[config.mk]
export PLATFORM = sky130hd
export DESIGN_NAME = actbuf_port_arbiter
export DESIGN_NICKNAME = d
export VERILOG_FILES = /design/src/rtl/actbuf_port_arbiter.sv
export SDC_FILE = /design/constraint.sdc
export NUM_CORES = 1
export LEC_CHECK = 0
export CORE_AREA = 5 5 124 126
export DETAILED_ROUTE_END_ITERATION = 8
export DIE_AREA = 0 0 129 131
export PLACE_DENSITY = 0.68
export SKIP_CTS_REPAIR_TIMING = 1
export SLEW_MARGIN = 25
export SYNTH_ARGS = -nofsm -noshare
export SYNTH_HDL_FRONTEND = slang
export SYNTH_SLANG_ARGS = --single-unit
[constraint.sdc]
create_clock -name clk -period 3.3 [get_ports clk]
set_input_delay 0.66 -clock clk [delete_from_list [all_inputs] [get_ports clk]]
set_output_delay 0.66 -clock clk [all_outputs]
set_load 0.01 [all_outputs]
[src/rtl/actbuf_port_arbiter.sv]
// Four-port arbiter in front of a single-ported activation buffer SRAM.
// Round-robin arbitration with bounded burst locking and a one-cycle read-return path.
module actbuf_port_arbiter #(
  parameter int addrWidth = 16,
  parameter int dataWidth = 32,
  parameter int maxBurst  = 4
) (
  input  logic                   clk,
  input  logic                   nrst,
  input  logic                   csr_main_clear,
  input  logic [3:0]             req_valid,
  output logic [3:0]             req_ready,
  input  logic [4*addrWidth-1:0] req_addr,
  input  logic [4*dataWidth-1:0] req_wdata,
  output logic [3:0]             rsp_valid,
  output logic [dataWidth-1:0]   rsp_data,
  output logic                   sram_en,
  output logic                   sram_wen,
  output logic [addrWidth-1:0]   sram_addr,
  output logic [dataWidth-1:0]   sram_wdata,
  input  logic [dataWidth-1:0]   sram_rdata,
  output logic [1:0]             grant_id,
  output logic                   grant_valid,
  output logic                   busy
);

  typedef enum logic {ARB, LOCK} state_t;

  localparam logic [3:0] BURST_MAX = 4'(maxBurst);

  state_t     state;
  logic [1:0] rr_ptr;
  logic [1:0] owner;
  logic [3:0] burst_cnt;
  logic       rsp_pend;
  logic [1:0] rsp_id;
  logic       hs;
  logic       rsp_out;

  // Grant is held off during reset so nothing leaks out combinationally from req_valid.
  always_comb begin
    // NOTE: every always_comb output gets a default first so no path leaves it unassigned (no latch).
    grant_valid = 1'b0;
    grant_id    = 2'd0;
    if (nrst) begin
      if (state == LOCK) begin
        grant_id    = owner;
        grant_valid = req_valid[owner];
      end else begin
        // Walk the offsets downward so the lowest offset from rr_ptr wins.
        for (int k = 3; k >= 0; k--) begin
          if (req_valid[rr_ptr + 2'(k)]) begin
            grant_id    = rr_ptr + 2'(k);
            grant_valid = 1'b1;
          end
        end
      end
    end
  end

  assign hs        = grant_valid && !csr_main_clear;
  assign req_ready = hs ? (4'b0001 << grant_id) : 4'b0000;

  assign sram_en    = hs;
  assign sram_wen   = hs && !grant_id[0];
  assign sram_addr  = hs ? req_addr[grant_id*addrWidth +: addrWidth] : '0;
  assign sram_wdata = hs ? req_wdata[grant_id*dataWidth +: dataWidth] : '0;

  // A soft clear in the return cycle suppresses the response as well as dropping it.
  assign rsp_out   = rsp_pend && !csr_main_clear;
  assign rsp_valid = rsp_out ? (4'b0001 << rsp_id) : 4'b0000;
  assign rsp_data  = rsp_out ? sram_rdata : '0;

  assign busy = nrst && ((|req_valid) || (state == LOCK) || rsp_pend);

  always_ff @(posedge clk or negedge nrst) begin
    if (!nrst) begin
      // NOTE: sequential state uses non-blocking assignments so every register samples pre-edge values.
      state     <= ARB;
      rr_ptr    <= 2'd0;
      owner     <= 2'd0;
      burst_cnt <= 4'd0;
      rsp_pend  <= 1'b0;
      rsp_id    <= 2'd0;
    end else if (csr_main_clear) begin
      state     <= ARB;
      rr_ptr    <= 2'd0;
      owner     <= 2'd0;
      burst_cnt <= 4'd0;
      rsp_pend  <= 1'b0;
    end else begin
      rsp_pend <= hs && grant_id[0];
      rsp_id   <= grant_id;
      case (state)
        ARB: begin
          if (hs) begin
            if (BURST_MAX > 4'd1) begin
              state     <= LOCK;
              owner     <= grant_id;
              burst_cnt <= 4'd1;
            end else begin
              rr_ptr <= grant_id + 2'd1;
            end
          end
        end
        LOCK: begin
          // Leave on the burst limit or as soon as the owner stops requesting.
          if (hs && (burst_cnt + 4'd1 != BURST_MAX)) begin
            burst_cnt <= burst_cnt + 4'd1;
          end else begin
            state     <= ARB;
            rr_ptr    <= owner + 2'd1;
            burst_cnt <= 4'd0;
          end
        end
        default: state <= ARB;
      endcase
    end
  end

endmodule
* After elaboration in Yosys (flattened, before gate mapping) *
Index checks and enable logic that the tools add are counted.

storage, ports and cells
  bits in registers = 12

cells by class
  add/subtract/negate cells = 5
  order comparisons = 5
  equal/unequal tests = 5
  shift-type cells = 4
  muxes and demuxes = 42
  bitwise logic cells = 1
  reductions and logical operators = 14

operator list
  kind                                                                     number
  128-bit by 8-bit variable part select with 32-bit output                 1
  32-bit two-way mux                                                       2
  64-bit by 7-bit variable part select with 16-bit output                  1
  2-bit two-way mux                                                        12
  4-bit two-way mux                                                        5
  16-bit two-way mux                                                       1
  2-bit by 3-bit < comparator with 1-bit output, second input constant     5
  1-bit two-way mux                                                        15
  1-bit binary-select mux with 2-bit select                                5
  4-bit one-hot mux with 2 select lines                                    1
  1-bit by 2-bit << shifter with 4-bit output, first input constant        2
  1-bit logical AND                                                        6
  3-bit inequality test, second input constant                             2
  2-bit by 1-bit adder with 2-bit output, second input constant            2
  2-bit adder, second input constant                                       2
  4-bit by 1-bit adder with 4-bit output, second input constant            1
  2-bit inequality test, second input constant                             2
  4-bit by 3-bit inequality test with 1-bit output, second input constant  1
  2-bit AND reduction                                                      2
  4-bit OR reduction                                                       1
  1-bit zero test                                                          2
  1-bit logical OR                                                         2
  1-bit one-hot mux with 2 select lines                                    1
  2-bit nonzero test                                                       1
  1-bit NOT                                                                1

* Longest topological paths before layout *
  depth in word-level cells = 14
  mapped depth = 9

* Worst setup path before layout *
No wires, ideal clock.

  path kind = input -> output
  start = input req_valid[2]
  end = output sram_wdata[10]
  arrival = 2.275 ns
  path slack = 0.365 ns
  stages = 8
  cell sequence = nor2b_1 -> a221oi_1 -> a2bb2oi_2 -> nand2b_1 -> buf_6 -> dlymetal6s2s_1 -> nand2_1 -> a211oi_2

on the way
  word-level cells in the longest chain between the ends = 10

ends and longest elaborated chain
  element                                                                                               line    RTL
  start, declared                                                                                       11      input logic [3:0] req_valid,
  1-bit binary-select mux with 2-bit select                                                             52      if (req_valid[rr_ptr + 2'(k)]) begin
  1-bit two-way mux (not written as such)                                                               52
  2-bit two-way mux / 1-bit two-way mux (equally long branches) (4 in a row)                            52
  2-bit two-way mux / 1-bit two-way mux (equally long branches)                                         46      if (state == LOCK) begin
  2-bit two-way mux / 1-bit two-way mux (equally long branches)                                         45      if (nrst) begin
  128-bit by 8-bit variable part select with 32-bit output / 1-bit logical AND (equally long branches)  67, 61
  32-bit two-way mux (*)                                                                                67      assign sram_wdata = hs ? req_wdata[grant_id*dataWidth +: dataWidth] : '0;
  end, declared                                                                                         20      output logic [dataWidth-1:0] sram_wdata,

Mark *: on every way between the ends. The rest lies on a longest branch, timed or not. The select of a mux whose other input is x is not followed.

* Worst setup path after layout *
  start = input req_valid[0]
  end = output sram_wdata[18]

The elaborated chain is that of the path after synthesis.

==> results.tsv <==
stage	metric	value	unit
placed_design	Placer Congestion	0.8899	
placed_design	Post-Place Worst Slack	-869.7	ps
global_route	total congestion overflow	0	
detailed_routing	final wirelength	18390	um
floorplan	boundary pin count	325	
power	Comb pwr share	71.4	%
detailed_routing	via count	4677	
placed_design	Placement Cell Area	7227	um^2
synth	syn_area_per_cell	8.354	um^2
floorplan	DIE AREA	16900	um^2
floorplan	Core Box Area	14200	um^2
synth	Ys Warns	0	
timing	Hold Fails Final Rpt	0	
timing	crit path time final	3252	ps
timing	final setup fails	0	
timing	fmax	307.5	MHz
power	Switch Pwr	0.0005300	W
power	PwrDens	193.9	nW/um^2
timing	final worst slack	48.21	ps
setup_path	CP startpoint kind	primary input	
floorplan	Starting Density	24.41	%
detailed_routing	max layer used	met4	
setup_path	crit path DAT	2590	ps
timing	setup TNS	0	ps
clocking	H-tree depth	1	
synth	sequential share of the synthesized area	8.661	%
synth	Post-Syn Instances	415	
timing	Slew Viols, Final	0	
synth	top cells by area, synth	a211oi_2 23%, a21oi_2 12%, dfrtp_1 8.7%	
detailed_routing	initial DRC count	162	
job	Max-Cap Viols	0	
layout	layout cells sized above 1	32.01	%
timing	RSZ-0062 raised after global routing	true	
timing	Slew @ Worst Pin	508.2	ps
timing	Worst Skew	0.5515	ps
global_route	vias in the first global route	4670	
power	sw frac	36.09	%
clocking	CTS clk-pin slew, worst paths	40	ps
synth	number of synthesized flops with an enable pin	0	
global_route	pin count of the biggest net entering global routing	37	
synth	Post-Syn Area	3467	um^2
floorplan	die width	129	um
clocking	TritonCTS Sinks	12	
power	leak pwr	3.466	nW
layout	ant diodes	0	
outcome	outcome	completed	
synth	ys async rst share	100.0	%
synth	most frequent cell after synthesis	a211oi_2	
detailed_routing	vias per cell	4.847	
hold_path	Hold Path Class	reg -> reg	
synth	Synth area leader	a211oi_2	
layout	Finished Cell Area	7572	um^2
floorplan	die height	131	um
detailed_routing	router iterations before antenna repair	4	
synth	synth cell count leaders	65 x a211oi_2, 56 x nand2_1, 46 x a21oi_2, 43 x nor2b_1, 33 x and2_1	
global_route	first-pass GRT wire length	26030	um
placed_design	post-DP HPWL	14960	um
detailed_routing	Post-route DRC	0	
timing	worst relative slew slack	66.12	%
synth	Main synth FF type	dfrtp_1	
power	Clk pwr share	17.0	%
setup_path	Crit path required time	2640	ps
setup_path	critical path type	in -> out	
synth	Synth top area share	23.46	%
detailed_routing	routed length per instance	19.06	um
power	Seq pwr share	11.7	%
layout	area grow syn2layout	118.4	%
detailed_routing	routed wl met3	921	um
setup_path	CP Capture Type	output port	
detailed_routing	Met2 Wirelength	9808	um
floorplan	row count	44	
setup_path	CP max FO	10	
clocking	CTS Buf Count	3	
synth	count of cell types in the netlist	51	
synth	Syn Nets	648	
global_route	initial antenna violation count	0	
power	maximum vdd drop	163.0	uV
clocking	root buffer cell	clkbuf_16	
detailed_routing	M1 WL	7352	um
clocking	clk buf depth	2	
synth	Synth Register Bits	12	
timing	post-route clock period utilization	98.54	%
clocking	CTS tree	built	
global_route	Tot GR Track Use	19.15	%
detailed_routing	ANT nets after route	0	
power	Pint	0.0009385	W
layout	nets	1015	
placed_design	number of port buffers	324	
clocking	Worst-Skew Late Latency	240	ps
sequential cells by signal (all words and copies together) (netlist names):
register,flops
rsp_id,2
rr_ptr,2
rsp_pend,1
owner,2
burst_cnt,4
state,1
cell type report:
| type | count | area, um^2 |
|---|---|---|
| Fill cell | 1284 | 6631 |
| Timing Repair Buffer | 405 | 4045 |
| Multi-Input combinational cell | 353 | 2843 |
| Sequential cell | 12 | 300.3 |
| Tap cell | 184 | 230.2 |
| Clock buffer | 4 | 88.84 |
| Inverter | 7 | 65.06 |
logic make-up after synthesis:
| logic type | after synthesis | synth area share (%) |
|---|---|---|
| multiplexers | 1 | 0.7580 |
| AO/OA/AOI/OAI | 172 | 48.43 |
| AND/OR/NAND/NOR | 175 | 27.64 |
| XOR/XNOR | 3 | 0.7580 |
| buffers and inverters | 50 | 13.03 |
| adder cells (fa/ha/maj) | 2 | 0.7216 |
| flip-flops | 12 | 8.661 |
path summary, 6_finish.rpt:
| kind | start | to | slack [ps] | depth (start not counted) |
|---|---|---|---|---|
| max in group asynchronous | nrst | state | 2270 | 3 |
| setup reg to reg | owner[0] | rr_ptr[0] | 820 | 7 |
| hold reg to reg | rr_ptr[0] | rr_ptr[0] | 580 | 1 |
| setup / recovery | req_valid[0] | sram_wdata[18] | 50 | 13 |
| hold / removal | rr_ptr[0] | rr_ptr[0] | 580 | 1 |
| min in group asynchronous | nrst | owner[1] | 740 | 2 |
stage by stage:
step | std cells | power (W) | util, % | hold slack [ps]
floorplan | 415 | 0.0006293 | - | 364.4
global placement | 949 | 0.001167 | 50.88 | 555.5
detailed placement | 949 | 0.001186 | 50.88 | 554.3
CTS | 953 | 0.001439 | 51.51 | 564.5
global route | 965 | 0.001551 | 53.31 | 632.9
finish | 965 | 0.001468 | 53.31 | 584.8
placed cells by master (no fill, tap or decap), drive strengths merged, types with 12 or more instances in the layout:
cell type / count
and2: 33
nor2: 12
dfrtp: 12
a21oi: 54
clkdlybuf4s50: 266
clkbuf: 14
nand2: 56
dlymetal6s2s: 35
a211oi: 96
buf: 94
nor2b: 43
critical path, cell delays in order:
cell and delay [ps]:
clkbuf_2 110, buf_4 130, o21bai_1 160, a2111oi_2 360, buf_4 190, o31ai_4 70, buf_12 160, clkinv_16 70
buf_12 110, buf_12 130, a21oi_2 40, a211oi_2 230, buf_2 170
power groups by stage:
| stage | registers (W) | clock network, W | logic [W] |
|---|---|---|---|
| 3_5_place_dp | 0.000172 | 0 | 0.00101 |
| 3_3_place_gp | 0.000171 | 0 | 0.000996 |
| 6_report | 0.000172 | 0.000249 | 0.00105 |
| 2_1_floorplan | 0.000168 | 0 | 0.000461 |
| 5_1_grt | 0.000173 | 0.000260 | 0.00112 |
| 4_1_cts | 0.000170 | 0.000249 | 0.00102 |
routing by layer:
layer	GRT usage, %	up-vias
met3	2.398	24
li1	-	2243
met5	0	-
met4	3.521	0
met1	23.82	2247
met2	35.58	163
Note: power is estimated with default switching activity, not from simulation.
